$ cat config.mk
export PLATFORM = sky130hd
export DESIGN_NAME = uart_tx_arbiter
export DESIGN_NICKNAME = d
export VERILOG_FILES = /design/src/rtl/uart_tx_arbiter.sv
export SDC_FILE = /design/constraint.sdc
export NUM_CORES = 1
export LEC_CHECK = 0
export ABC_AREA = 1
export CAP_MARGIN = 10
export CORE_ASPECT_RATIO = 1.1
export CORE_MARGIN = 8
export CORE_UTILIZATION = 35
export CTS_BUF_LIST = sky130_fd_sc_hd__clkbuf_8
export DETAILED_ROUTE_END_ITERATION = 16
export PLACE_DENSITY_LB_ADDON = 0.3
export SLEW_MARGIN = 20
export SYNTH_ARGS = -nofsm -noshare
export SYNTH_HDL_FRONTEND = slang
export SYNTH_SLANG_ARGS = --single-unit
$ cat constraint.sdc
create_clock -name clk -period 1.7 [get_ports clk]
set_input_delay 0.34 -clock clk [delete_from_list [all_inputs] [get_ports clk]]
set_output_delay 0.34 -clock clk [all_outputs]
set_load 0.005 [all_outputs]
$ cat src/rtl/uart_tx_arbiter.sv
// uart_tx_arbiter: schedules bytes from two valid/ready requesters onto a
// UART byte serializer that has no busy output. The frame length is timed
// locally so the serializer is never started while it is still shifting.
// Optional build macro: UART_TX_ARB_PRIO_EN selects fixed priority (channel 0
// always wins a contention) instead of the default round-robin.
module uart_tx_arbiter #(
  parameter int CLK_FREQ   = 100_000_000,
  parameter int BAUD_RATE  = 9600,
  parameter int GAP_CYCLES = 0
) (
  input  logic       clk,
  input  logic       rst_n,
  input  logic       req0_valid,
  input  logic [7:0] req0_data,
  output logic       req0_ready,
  input  logic       req1_valid,
  input  logic [7:0] req1_data,
  output logic       req1_ready,
  output logic       tx_start,
  output logic [7:0] tx_data,
  output logic       busy,
  output logic       grant_id
);

  localparam int TICKS        = CLK_FREQ / BAUD_RATE;
  localparam int FRAME_CYCLES = 10 * (TICKS + 1);
  localparam int HOLD_CYCLES  = FRAME_CYCLES + GAP_CYCLES;
  localparam int CNT_W        = $clog2(HOLD_CYCLES + 1);
  localparam logic [CNT_W-1:0] CNT_LOAD = CNT_W'(HOLD_CYCLES - 1);

  typedef enum logic {
    S_IDLE = 1'b0,
    S_WAIT = 1'b1
  } state_t;

  state_t           state_q, state_d;
  logic [CNT_W-1:0] cnt_q, cnt_d;
  logic             tx_start_q, tx_start_d;
  logic [7:0]       tx_data_q, tx_data_d;
  logic             grant_q, grant_d;

  logic             winner;
  logic             accept;

  // Pick the channel that would be served if a transfer happens this cycle.
  always_comb begin
`ifdef UART_TX_ARB_PRIO_EN
    winner = ~req0_valid;
`else
    if (req0_valid && req1_valid) begin
      winner = ~grant_q;
    end else begin
      winner = ~req0_valid;
    end
`endif
  end

  // A byte is taken only in IDLE, out of reset, when someone is offering one.
  assign accept = (state_q == S_IDLE) && rst_n && (req0_valid || req1_valid);

  // State and datapath registers; reset abandons any frame in flight.
  always_ff @(posedge clk) begin
    if (!rst_n) begin
      state_q    <= S_IDLE;
      cnt_q      <= '0;
      tx_start_q <= 1'b0;
      tx_data_q  <= 8'h00;
      grant_q    <= 1'b1;
    end else begin
      state_q    <= state_d;
      cnt_q      <= cnt_d;
      tx_start_q <= tx_start_d;
      tx_data_q  <= tx_data_d;
      grant_q    <= grant_d;
    end
  end

  // Next state: leave IDLE on a transfer, return once the hold count expires.
  always_comb begin
    state_d = state_q;
    case (state_q)
      S_IDLE: if (accept) state_d = S_WAIT;
      S_WAIT: if (cnt_q == '0) state_d = S_IDLE;
      default: state_d = S_IDLE;
    endcase
  end

  // Datapath next values: latch the winner's byte and arm the frame timer.
  always_comb begin
    cnt_d      = cnt_q;
    tx_start_d = 1'b0;
    tx_data_d  = tx_data_q;
    grant_d    = grant_q;
    if (accept) begin
      cnt_d      = CNT_LOAD;
      tx_start_d = 1'b1;
      tx_data_d  = winner ? req1_data : req0_data;
      grant_d    = winner;
    end else if (state_q == S_WAIT && cnt_q != '0) begin
      cnt_d = cnt_q - CNT_W'(1);
    end
  end

  // Outputs: ready goes only to the winning channel, and only in the transfer cycle.
  always_comb begin
    req0_ready = accept && !winner;
    req1_ready = accept && winner;
    tx_start   = tx_start_q;
    tx_data    = tx_data_q;
    busy       = (state_q == S_WAIT);
    grant_id   = grant_q;
  end

endmodule
* Word level (Yosys, flattened, before mapping)
Index checks and enable logic that the tools add are counted.
Storage, ports and cells: register bits after elaboration 28, latch bits 0, bits in writable memories 0, bits in read-only memories 0, bits of input ports 20, word-level logic and storage cells 30, memories kept 0
Cells by class: add/subtract/negate cells 1, multipliers 0, divide/modulo/power cells 0, $lt $le $gt $ge 0, equality and inequality tests 0, shifts and indexed selects 0, muxes and demuxes 7, bitwise gates (word level) 4, reduce and logical (&&, ||, !) cells 12
Operators by type and width (number):
- 2-to-1 mux 17 bit | 2
- logical NOT 17 bit | 1
- nonzero test 17 bit | 1
- subtractor 17 x 1 -> 17 bit (second input constant) | 1
- 2-to-1 mux 8 bit | 1
- logical AND 1 bit | 6
- inverter 1 bit | 4
- 2-to-1 mux 1 bit | 3
- case mux 1 bit (2 select lines) | 1
- nonzero test 2 bit | 1
- OR reduction 2 bit | 1
- logical NOT 1 bit | 1
- logical OR 1 bit | 1

* Logic depth before layout (Yosys ltp)
depth after elaboration 5, mapped depth 11, depth with buffers taken out 11

* Least setup slack after synthesis
No wires, ideal clock.
path type reg-to-reg, start register cnt_q[0], end register cnt_q[15], arrival time 1408 ps, required time 1643 ps, path slack 235 ps, stages on the path, launching flop included 12, buffers on the path 1, cells stage by stage dfxtp_1 -> inv_1 -> ha_1 -> nand2_2 -> nor2_4 -> nand3_4 -> nand2_2 -> buf_6 -> nand3_1 -> nand3_1 -> nand2_1 -> inv_1
Between the ends: longest elaborated chain between the ends 3, elaborated cells between the ends (all ways) 6
Ends and longest elaborated chain:
- start: declaration | line 37 | logic [CNT_W-1:0] cnt_q, cnt_d;
- start signal: assignment | line 71 | cnt_q <= cnt_d;
- subtractor 17 x 1 -> 17 bit or nonzero test 17 bit (tied branches) | line 100, 99
- 2-to-1 mux 17 bit or logical AND 1 bit (tied branches) | line 99 | end else if (state_q == S_WAIT && cnt_q != '0) begin
- 2-to-1 mux 17 bit or nonzero test 2 bit (tied branches)
Parallel ways exist; a longest one is shown, timed or not. The select of a mux whose other input is x is not followed. A chain may end at the register's enable or synchronous reset.

* Worst setup path in the final report
start register state_q, in the netlist busy, end output busy
RTL lines:
- start: declaration | line 36 | state_t state_q, state_d;
- start signal: assignment | line 70 | state_q <= state_d;
- end: declaration | line 21 | output logic busy,
No word-level cell between the ends.

==> metrics.txt <==
# TYPE chip_impl_metric gauge
chip_impl_metric{name="post-dp-hpwl",unit="mm"} 2.97
chip_impl_info{name="critical_path.top_delay_family",value="buffers and inverters"} 1
chip_impl_metric{name="finalSetupViolations",unit=""} 0
chip_impl_metric{name="critical_path_peak_fanout",unit=""} 12
chip_impl_metric{name="post_synth_fa_ha_maj_area_fraction",unit="%"} 0.836
chip_impl_metric{name="p_leak",unit="nW"} 0.949
chip_impl_metric{name="hold_viol",unit=""} 0
chip_impl_metric{name="fmaxAchievable",unit="MHz"} 606
chip_impl_metric{name="buffer_ports.inserted",unit=""} 32
chip_impl_metric{name="synth_xor_xnor_area_share",unit="%"} 2.34
chip_impl_metric{name="post_synthesis_sequential_area_ratio",unit="%"} 37.5
chip_impl_metric{name="synthesis.area",unit="sq mm"} 0.00150
chip_impl_metric{name="synth-compound-area-share",unit="%"} 9.36
chip_impl_metric{name="clkSlewWorstSetupHoldPaths",unit="ps"} 100
chip_impl_info{name="clock_root_buffer",value="sky130_fd_sc_hd__clkbuf_8"} 1
chip_impl_info{name="endpoint_kind_of_the_worst_setup_timing_path",value="output port"} 1
chip_impl_metric{name="worstSkewPairLatency",unit="ps"} 280
chip_impl_info{name="rsz_0062_raised_after_global_routing",value="false"} 1
chip_impl_metric{name="dr.first_iter.drc_count",unit=""} 55
chip_impl_info{name="timing.rr.start",value="cnt_q[0]"} 1
chip_impl_metric{name="totalPowerFinal",unit="mW"} 2.31
chip_impl_metric{name="drv.max_cap_violation_count",unit=""} 0
chip_impl_metric{name="multi_input_comb_area",unit="sq um"} 817
chip_impl_metric{name="power-per-cell-area",unit="mW/mm^2"} 1120
chip_impl_metric{name="floorplan.initialDensity",unit="%"} 35.7
chip_impl_metric{name="final.hold.worst_slack",unit="ps"} 475
chip_impl_info{name="min_path_type",value="register to register"} 1
chip_impl_metric{name="hold_path_depth",unit=""} 2
chip_impl_info{name="timing.rr.end",value="cnt_q[15]"} 1
chip_impl_metric{name="area_delta_synth_final",unit="%"} 37.1
chip_impl_metric{name="worst_ep_arrival_time",unit="ps"} 1310
chip_impl_metric{name="floorplan_die_height",unit="microns"} 84.6
chip_impl_metric{name="cts_htree_levels",unit=""} 1
chip_impl_metric{name="grt_usage",unit="%"} 12.0
chip_impl_metric{name="vias_per_cell",unit=""} 4.66
chip_impl_info{name="hold_start",value="tx_data[1]"} 1
chip_impl_metric{name="synth_mux_area_share",unit="%"} 0
chip_impl_metric{name="drc_errors",unit=""} 0
chip_impl_metric{name="number_of_rows_created_at_floorplan",unit=""} 25
chip_impl_metric{name="global_route.overflow_total",unit=""} 0
chip_impl_metric{name="final_layout_size_suffix_gt1_share",unit="%"} 14.4
chip_impl_metric{name="finalClockSkew",unit="ps"} 6.25
chip_impl_metric{name="num-fill-cells",unit=""} 442
chip_impl_info{name="outcome",value="finished clean"} 1
chip_impl_metric{name="design.core.area",unit="sq mm"} 0.00419
chip_impl_metric{name="detailedRoute.firstPassIterationCount",unit=""} 4
chip_impl_info{name="cp_slowest_cell",value="sky130_fd_sc_hd__clkdlybuf4s50_1"} 1
chip_impl_info{name="critPathKind",value="register to output port"} 1
chip_impl_metric{name="vias",unit=""} 1546
chip_impl_metric{name="timing.final.crit_share",unit="%"} 97.0
chip_impl_metric{name="grt_max_degree",unit=""} 16
chip_impl_metric{name="syn_inst",unit=""} 231
chip_impl_metric{name="critPathBufInv",unit=""} 2
chip_impl_metric{name="seq_area",unit="sq um"} 562
chip_impl_metric{name="design.final.nets",unit=""} 300
chip_impl_metric{name="postCtsSetupRepairBufs",unit=""} 0
chip_impl_metric{name="floorplan.io_pins",unit=""} 33
chip_impl_metric{name="floorplan.die.width",unit="microns"} 78.3
chip_impl_metric{name="routedWlPerCell",unit="microns"} 11.3
chip_impl_info{name="min_delay_worst_endpoint",value="tx_data[1]"} 1
chip_impl_metric{name="avgSynthCellArea",unit="sq um"} 6.48
chip_impl_info{name="startpoint_class_of_the_critical_path",value="register"} 1
chip_impl_metric{name="antenna_violating_nets_post_route",unit=""} 0
chip_impl_metric{name="antennaDiodeCount",unit=""} 0
chip_impl_metric{name="number_of_sinks_handled_by_clock_tree_synthesis",unit=""} 28
chip_impl_metric{name="drt_wl_total",unit="mm"} 3.74
chip_impl_info{name="synth_top_family_by_area",value="simple AND/OR/NAND/NOR gates"} 1
chip_impl_metric{name="synth-seq-cells",unit=""} 28
chip_impl_metric{name="numCtsBuffers",unit=""} 3
chip_impl_metric{name="number_of_global_route_vias_before_repair",unit=""} 1513
chip_impl_metric{name="synthSimpleGateAreaFrac",unit="%"} 40.8
chip_impl_metric{name="cts_buffer_depth",unit=""} 2
chip_impl_metric{name="worst_slew_margin_rel",unit="%"} 80.8
chip_impl_metric{name="syn-num-nets",unit=""} 252
chip_impl_metric{name="peakVddDrop",unit="mV"} 0.373
chip_impl_metric{name="r2r_setup_slack",unit="ps"} 150
chip_impl_metric{name="worst_pin_slew",unit="ps"} 286
chip_impl_metric{name="grt_antenna_before_repair",unit=""} 0
chip_impl_metric{name="die_area",unit="sq mm"} 0.00663
chip_impl_metric{name="cp.required",unit="ps"} 1360
chip_impl_metric{name="min_clock_period_post_route",unit="ps"} 1650
chip_impl_metric{name="slowest_delay",unit="ps"} 520
chip_impl_metric{name="first_pass_grt_wire_length",unit="mm"} 6.64
chip_impl_metric{name="routabilityCongestion",unit=""} 0.862
chip_impl_info{name="cp_cell_sequence",value="buf_6 > clkdlybuf4s50_1"} 1
chip_impl_info{name="tritoncts",value="built"} 1
chip_impl_metric{name="drv_slew",unit=""} 0
chip_impl_metric{name="synth.yosys.warnings",unit=""} 0
chip_impl_metric{name="worst-r2r-cell-count",unit=""} 11
chip_impl_metric{name="synth_cell_types",unit=""} 25
-- synth_stat cells, drive strengths merged --
master	count	area [sq um]
o21ai	8	40.0
ha	1	12.5
nand3b	2	15.0
or2	2	12.5
dfxtp	28	561
xnor2	2	17.5
nand2	73	279
a22oi	3	22.5
a21oi	8	40.0
buf	3	21.3
nand3	19	108
nor2	37	161
a31oi	6	37.5
clkbuf	2	7.51
nor3	2	10.0
xor2	2	17.5
inv	29	109
nand4	4	25.0
-- sequential cells by signal (all words and copies together), names as in the netlist --
signal	count
busy	1
tx_start	1
grant_id	1
tx_data	8
cnt_q	17
-- what timing repair did --
action,in CTS,in global routing
resized for setup,13,4
endpoints found under the hold margin,0,0
hold buffers,0,0
endpoints found under the setup margin,2,9
pin swaps,1,0
-- per-stage QoR --
| stage | worst slack (ps) | utilization [%] | setup TNS (ps) | cell area (sq um) | cells |
|---|---|---|---|---|---|
| global route | 10.2 | 49.0 | 0 | 2050 | 332 |
| global placement | -494 | 47.1 | -4130 | 1980 | 328 |
| finish | 51.0 | 49.0 | 0 | 2050 | 332 |
| floorplan | 235 | - | 0 | 1500 | 231 |
| detailed placement | -511 | 47.1 | -4650 | 1980 | 328 |
| CTS | 27.2 | 48.7 | 0 | 2040 | 332 |
-- where the power goes --
| part | internal [mW] | switching, mW |
|---|---|---|
| sequential | 0.765 | 0.0946 |
| combinational | 0.452 | 0.582 |
| clock | 0.207 | 0.206 |
| total | 1.42 | 0.882 |
-- area by class of cell --
class | instances | share of cell area, %
Clock buffer | 4 | 2.68
Multi-Input combinational cell | 169 | 39.8
Sequential cell | 28 | 27.4
Tap cell | 54 | 3.29
Inverter | 29 | 5.30
Timing Repair Buffer | 48 | 21.5
-- cell usage in the layout, fill, tap and decap left out, drive strengths merged --
cell type      synthesis  routed
o21ai                  8       8
nand3                 19      19
nand2                 73      73
xor2                   2       2
clkdlybuf4s50          0      27
nor3                   2       2
nand4                  4       4
dlygate4sd2            0       3
ha                     1       1
or2                    2       2
a22oi                  3       3
a31oi                  6       6
inv                   29      29
buf                    3      16
xnor2                  2       2
a21oi                  8       8
dfxtp                 28      28
clkdlybuf4s15          0       2
clkbuf                 2       4
nor2                  37      37
nand3b                 2       2
-- per-layer routing --
metal	part of all wire (%)	track usage, %	wire, microns
met4	1.6	3.71	58
met2	46	19.9	1710
met1	43	13.5	1630
met3	9.3	5.13	346
met5	0	0	0
-- worst max path at each step --
stage	start	end	slack (ps)	cells after the start
floorplan	cnt_q[0]	cnt_q[15]	230	11
global placement	rst_n	req1_ready	-490	7
detailed placement	rst_n	req1_ready	-510	7
CTS	busy	busy	30	2
global route	busy	req1_ready	10	5
finish	busy	busy	50	2
-- cells by family (layout without fill, tap and decap cells) --
| kind of cell | after synthesis | after routing |
|---|---|---|
| buf+inv | 34 | 81 |
| fa+ha+maj | 1 | 1 |
| simple gates | 139 | 139 |
| compound gates | 25 | 25 |
| xor+xnor | 4 | 4 |
| flops | 28 | 28 |
-- worst min-delay path, stage by stage, from the launching register on --
cell                      delay (ps)
sky130_fd_sc_hd__dfxtp_1         320
sky130_fd_sc_hd__nand3_1          70
sky130_fd_sc_hd__nand2_1          40
Power figures use the tool's default switching activity.
